<file path="src/rtl/piso_module_pkg.sv">
// Shared definitions for the parallel-in/serial-out shifter: FSM encoding and default word width.
package piso_module_pkg;

    typedef enum logic [1:0] {
        IDLE  = 2'd0,
        SHIFT = 2'd1,
        DONE  = 2'd2
    } state_t;

    localparam int unsigned DEFAULT_WIDTH = 8;

endpackage

</file>
<file path="src/rtl/piso_module.sv">
// Parallel-in/serial-out shifter: loads D on Start, streams it out on SO with stall (Hold),
// and pulses Done for one cycle after the last bit. All outputs are registered.
module piso_module
    import piso_module_pkg::*;
#(
    parameter int unsigned WIDTH     = DEFAULT_WIDTH,
    parameter bit          MSB_FIRST = 1'b1
) (
    input  logic             CLK,
    input  logic             Clrn,
    input  logic             Start,
    input  logic [WIDTH-1:0] D,
    input  logic             Hold,
    output logic             SO,
    output logic             SValid,
    output logic             Busy,
    output logic             Done,
    output logic [WIDTH-1:0] Q
);

    localparam int unsigned CW = (WIDTH > 1) ? $clog2(WIDTH) : 1;

    state_t           state;
    logic [WIDTH-1:0] sr;
    logic [CW-1:0]    cnt;

    function automatic logic first_bit(input logic [WIDTH-1:0] w);
        return MSB_FIRST ? w[WIDTH-1] : w[0];
    endfunction

    function automatic logic [WIDTH-1:0] advance(input logic [WIDTH-1:0] w);
        return MSB_FIRST ? (w << 1) : (w >> 1);
    endfunction

    // Bit 0 is presented on the capture edge itself so bit k lands in cycle S+1+k;
    // cnt therefore holds the index of the bit currently on SO.
    always_ff @(posedge CLK or negedge Clrn) begin
        if (!Clrn) begin
            state  <= IDLE;
            sr     <= '0;
            cnt    <= '0;
            Q      <= '0;
            SO     <= 1'b0;
            SValid <= 1'b0;
            Busy   <= 1'b0;
            Done   <= 1'b0;
        end else begin
            case (state)
                IDLE, DONE: begin
                    Done   <= 1'b0;
                    SValid <= 1'b0;
                    Busy   <= 1'b0;
                    state  <= IDLE;
                    if (Start) begin
                        sr     <= advance(D);
                        Q      <= D;
                        SO     <= first_bit(D);
                        SValid <= 1'b1;
                        Busy   <= 1'b1;
                        cnt    <= '0;
                        state  <= SHIFT;
                    end
                end
                SHIFT: begin
                    if (Hold) begin
                        SValid <= 1'b0;
                    end else if (cnt == CW'(WIDTH - 1)) begin
                        state  <= DONE;
                        Done   <= 1'b1;
                        Busy   <= 1'b0;
                        SValid <= 1'b0;
                    end else begin
                        SO     <= first_bit(sr);
                        sr     <= advance(sr);
                        cnt    <= cnt + CW'(1);
                        SValid <= 1'b1;
                    end
                end
                default: state <= IDLE;
            endcase
        end
    end

endmodule

</file>
<file path="config.mk">
export PLATFORM = sky130hd
export DESIGN_NAME = piso_module
export DESIGN_NICKNAME = d
export VERILOG_FILES = /design/src/rtl/piso_module_pkg.sv /design/src/rtl/piso_module.sv
export SDC_FILE = /design/constraint.sdc
export NUM_CORES = 1
export LEC_CHECK = 0
export CELL_PAD_IN_SITES_DETAIL_PLACEMENT = 0
export CELL_PAD_IN_SITES_GLOBAL_PLACEMENT = 2
export CORE_UTILIZATION = 34
export DETAILED_ROUTE_END_ITERATION = 7
export PLACE_DENSITY_LB_ADDON = 0.1
export SLEW_MARGIN = 20
export SYNTH_ARGS = -nofsm -noshare
export SYNTH_HDL_FRONTEND = slang
export SYNTH_SLANG_ARGS = --single-unit
</file>
<file path="constraint.sdc">
create_clock -name CLK -period 3.5 [get_ports CLK]
set_input_delay 1.05 -clock CLK [delete_from_list [all_inputs] [get_ports CLK]]
set_output_delay 1.05 -clock CLK [all_outputs]
set_load 0.05 [all_outputs]
</file>
==> results.sh, run 1 <==
export IMPL_dpl_hpwl_mm=1.21
export IMPL_syn_avg_cell_area_um2=13.4
export IMPL_setup_violations=0
export IMPL_ys_types=15
export IMPL_period_share_pct=72.7
export IMPL_path_class="reg -> out"
export IMPL_holdCritPathClass="reg -> reg"
export IMPL_grt_usage_pct=12.5
export IMPL_worstMarginPinSlew_ps=759
export IMPL_synthTopCellsByCount="dfrtp_1, mux2_2, nand2_1"
export IMPL_async_reset_ff_share_pct=100
export IMPL_routed_wl_mm=1.71
export IMPL_final_nets=118
export IMPL_hold_viol_final=0
export IMPL_grt_max_degree=25
export IMPL_path_buf_inv=1
export IMPL_synth_area_leaders="dfrtp_1, mux2_2, nand2_1"
export IMPL_synth_edf_count=0
export IMPL_p_leak_nw=0.602
export IMPL_fill_cells=278
export IMPL_cts_root_buf="clkbuf_4"
export IMPL_clock_path_buffers=2
export IMPL_grt_antenna_before_repair=0
export IMPL_max_cap_violations=0
export IMPL_slowest_stage="clkdlybuf4s50_1"
export IMPL_finClkSkew_ps=4.17
export IMPL_rows=19
export IMPL_max_freq_mhz=393
export IMPL_crit_required_ps=2450
export IMPL_critPathMaxStageDelay_ps=810
export IMPL_grt_overflow_total=0
export IMPL_path_delay_family="buffers and inverters"
export IMPL_clock_latency_ps=310
export IMPL_routedWlPerCell_um=12.8
export IMPL_slew_limit_headroom_pct=48.7
export IMPL_ios=24
export IMPL_diodes=0
export IMPL_cp_end_kind="output port"
export IMPL_routed_via_density=4.69
export IMPL_initial_core_util_pct=36.6
export IMPL_firstDrtPassIters=6
export IMPL_antenna_left=0
export IMPL_power_mw=1.33
export IMPL_syn_inst=77
export IMPL_synth_area_mm2=0.00103
export IMPL_h_tree_depth=1
export IMPL_area_growth_pct=30.5
export IMPL_crit_fanout=2
export IMPL_gp_congestion=0.656
export IMPL_syn_num_nets=91
export IMPL_synth_area_leader_cell="dfrtp_1"
export IMPL_cts_resized=0
export IMPL_synth_top_area_share_pct=58.0
export IMPL_die_area_mm2=0.00327
export IMPL_yosysMostFrequentCell="dfrtp_1"
export IMPL_postCtsSetupBuffers=0
export IMPL_grt_pass1_wl_mm=3.11
export IMPL_fin_setup_tns_ps=0
export IMPL_io_buffers=23
export IMPL_cts_tree="built"
export IMPL_cp_start_kind="flip-flop"
export IMPL_worstPathArrival_ps=1490
export IMPL_path_clk_slew_ps=130
export IMPL_cts_sinks=24
export IMPL_final_core_util_pct=47.7
export IMPL_dieWidth_um=57.2
export IMPL_crit_chain="clkdlybuf4s50_1"
export IMPL_violations="DRC"
export IMPL_power_density_mw_per_mm2=982
export IMPL_drc=4
export IMPL_ctsHoldBuffers=0
export IMPL_ir_drop_v=0.000392
export IMPL_drv_slew=0
export IMPL_drive_above_1_share_pct=28.2
export IMPL_synth_main_ff_cell="dfrtp_1"
export IMPL_status="complete, but fails checks"
export IMPL_core_area_mm2=0.00283
export IMPL_yosys_warnings=0
export IMPL_rsz0062_at_grt="no"
export IMPL_fin_crit_ps=2540
export IMPL_numCtsBuffers=3
export IMPL_drtIter0Drc=20
export IMPL_fp_dieH_um=57.2
export IMPL_grt_pass1_vias=671
export IMPL_seqCellArea_um2=601
export IMPL_seq_area_frac_synth_pct=58.0
export IMPL_multi_input_area_um2=402
export IMPL_num_vias=629
export IMPL_ys_ff_latch=24
-- routing by layer --
metal | routed length, µm | vias up | part of all wire [%] | GRT usage [%]
met5 | 0 | - | 0 | 0
met4 | 17 | 0 | 0.99 | 6.27
met3 | 74 | 2 | 4.3 | 2.27
met2 | 779 | 16 | 46 | 18.7
met1 | 838 | 296 | 49 | 17.6
li1 | - | 315 | - | -
-- area by class of cell --
type / instances / share of cell area (%)
flip-flops and latches: 24 / 44.5
multi-input cells: 47 / 29.7
repair buffers: 25 / 18.2
well taps: 31 / 2.87
clock inverters: 1 / 2.22
clock buffers: 3 / 1.67
inverters: 3 / 0.834
-- power breakdown --
| part | leakage [nW] | internal, mW | switching, mW | total, mW |
|---|---|---|---|---|
| Sequential | 0.296 | 0.399 | 0.0623 | 0.461 |
| Clock | 0.0279 | 0.116 | 0.0823 | 0.198 |
| Combinational | 0.278 | 0.286 | 0.381 | 0.666 |
| Total | 0.602 | 0.800 | 0.525 | 1.33 |
-- cells in the final DEF, fill, tap and decap left out, drive strengths merged, types with 2 or more instances in the layout --
master	instances
mux2	21
buf	2
nor2	2
ha	2
dfrtp	24
nand2	8
o21ai	5
inv	3
nand2b	4
clkbuf	3
clkdlybuf4s50	23
-- through the flow --
stage / instances / hold slack, ps / area, µm² / setup slack (ps)
final: 134 / 497 / 1350 / 955
after global routing: 134 / 547 / 1350 / 887
after CTS: 134 / 506 / 1350 / 927
after detailed placement: 130 / 474 / 1300 / 925
after global placement: 130 / 462 / 1300 / 939
after floorplan: 77 / 477 / 1030 / 1570
-- worst paths after layout --
check / slack (ps) / depth (start not counted) / start / endpoint
setup / recovery: 960 / 1 / SValid / SValid
hold / removal: 500 / 2 / Q[0] / Q[0]
setup reg to reg: 1630 / 4 / cnt[0] / cnt[1]
hold reg to reg: 500 / 2 / Q[0] / Q[0]
max in group asynchronous: 2190 / 2 / Clrn / cnt[2]
min in group asynchronous: 1070 / 2 / Clrn / state[0]
-- registers in the layout, summed over array words and instances (netlist names) --
signal  count
Busy        1
Done        1
Q           8
SO          1
SValid      1
cnt         3
sr          7
state       2
-- cells by family after synthesis --
logic type	share of synthesized area (%)
buffers and inverters	3.14
AND/OR/NAND/NOR	6.89
flip-flops	58.0
AO/OA/AOI/OAI	6.65
adder cells (fa/ha/maj)	2.42
multiplexers	22.9
Power figures use the tool's default switching activity.
==> inputs of run 2 (changes only) <==
Settings changed: CORE_UTILIZATION 34 to 32.
Clock period 3.5 ns to 2.4 ns, I/O delays scaled along.
==> results.sh, run 2 (same netlist as run 1, synthesis figures left out) <==
export IMPL_postCtsSetupBuffers=0
export IMPL_num_vias=658
export IMPL_power_density_mw_per_mm2=1360
export IMPL_top_regs="Q x8, sr x7, cnt x3"
export IMPL_die_area_mm2=0.00347
export IMPL_detailed_place_area_mm2=0.00133
export IMPL_crit_fanout=2
export IMPL_cp_end_kind="output port"
export IMPL_grt_pass1_wl_mm=3.12
export IMPL_diodes=0
export IMPL_period_share_pct=91.8
export IMPL_rsz0062_at_grt="no"
export IMPL_clock_latency_ps=300
export IMPL_drive_above_1_share_pct=28.8
export IMPL_crit_chain="clkdlybuf4s50_1"
export IMPL_initial_core_util_pct=33.9
export IMPL_p_leak_nw=0.598
export IMPL_top_register="Q"
export IMPL_slowest_stage="clkdlybuf4s50_1"
export IMPL_routedWlPerCell_um=12.0
export IMPL_holdCritPathClass="reg -> reg"
export IMPL_final_cell_mix="dfrtp_1, clkdlybuf4s50_1, mux2_2, nand2_1, o21ai_0"
export IMPL_whs_ps=493
export IMPL_fin_setup_tns_ps=0
export IMPL_path_buf_inv=1
export IMPL_final_common_cell="dfrtp_1"
export IMPL_routed_via_density=4.45
export IMPL_fp_dieH_um=58.9
export IMPL_antenna_left=0
export IMPL_status="finished clean"
export IMPL_dieWidth_um=58.9
export IMPL_cts_tree="built"
export IMPL_final_nets=120
export IMPL_grt_pass1_vias=664
export IMPL_h_tree_depth=1
export IMPL_numCtsBuffers=3
export IMPL_finClkSkew_ps=4.22
export IMPL_clock_path_buffers=2
export IMPL_ctsHoldBuffers=0
export IMPL_dpl_hpwl_mm=1.23
export IMPL_slew_limit_headroom_pct=66.4
export IMPL_cts_root_buf="clkbuf_4"
export IMPL_worstPathArrival_ps=1480
export IMPL_ios=24
export IMPL_worstMarginPinSlew_ps=503
export IMPL_cts_sinks=24
export IMPL_area_growth_pct=30.6
export IMPL_grt_max_degree=25
export IMPL_hold_depth=2
export IMPL_drv_slew=0
export IMPL_reg2reg_depth=4
export IMPL_grt_usage_pct=12.4
export IMPL_grt_overflow_total=0
export IMPL_r2r_slack_ps=550
export IMPL_fin_crit_ps=2200
export IMPL_routed_wl_mm=1.78
export IMPL_cts_resized=0
export IMPL_drtIter0Drc=18
export IMPL_cp_start_kind="flip-flop"
export IMPL_path_clk_slew_ps=120
export IMPL_largest_register_ff_count=8
export IMPL_gp_congestion=0.702
export IMPL_core_area_mm2=0.00305
export IMPL_grt_antenna_before_repair=0
export IMPL_multi_input_area_um2=402
export IMPL_rows=20
export IMPL_fill_cells=310
export IMPL_ir_drop_v=0.000412
export IMPL_crit_required_ps=1680
export IMPL_path_depth=1
export IMPL_path_delay_family="buffers and inverters"
export IMPL_setup_violations=0
export IMPL_io_buffers=23
export IMPL_design_area_mm2=0.00135
export IMPL_critPathMaxStageDelay_ps=810
export IMPL_seqCellArea_um2=601
export IMPL_firstDrtPassIters=4
export IMPL_hold_viol_final=0
export IMPL_max_freq_mhz=454
export IMPL_drc=0
export IMPL_path_class="reg -> out"
export IMPL_max_cap_violations=0
## run 2: cell count changes in the layout (fill, tap and decap cells not counted)
cell / previous run / this run
buf_4: 2 / 4
bufinv_16: 1 / 0
## run 2: layout make-up
type                    count  share of cell area [%]
well taps                  44                    4.07
repair buffers             27                    19.3
clock buffers               3                    1.67
multi-input cells          47                    29.7
inverters                   3                   0.833
flip-flops and latches     24                    44.4
## run 2: where the power goes
group	internal, mW	switching [mW]
Combinational	0.431	0.561
Clock	0.0585	0.110
Sequential	0.582	0.0892
Total	1.07	0.760
## run 2: routing by layer
layer  global-route usage [%]  share of wire (%)
met5                        0                  0
met4                     6.12                1.1
met3                     2.64                5.4
met2                     18.2                 44
met1                     17.3                 49
## run 2: path summary, 6_finish.rpt
path / startpoint / end
worst max-delay path: Q[6] / Q[6]
worst min-delay path: Q[0] / Q[0]
worst max register to register: cnt[0] / sr[4]
worst min register to register: Q[0] / Q[0]
max in group asynchronous: Clrn / sr[4]
min in group asynchronous: Clrn / sr[5]
## run 2: through the flow
step / cells / setup slack (ps) / utilization (%) / power, mW
2_1_floorplan: 77 / 707 / - / 1.38
3_3_place_gp: 145 / 186 / 43.5 / 1.67
3_5_place_dp: 145 / 157 / 43.5 / 1.69
4_1_cts: 148 / 174 / 44.3 / 1.86
5_1_grt: 148 / 131 / 44.3 / 1.96
6_report: 148 / 196 / 44.3 / 1.83
==> inputs of run 3 (changes only) <==
Settings changed: ABC_CLOCK_PERIOD_IN_PS set to 2400.
==> results of run 3 <==
The final DEF is identical to that of run 2; final timing and power are the same.
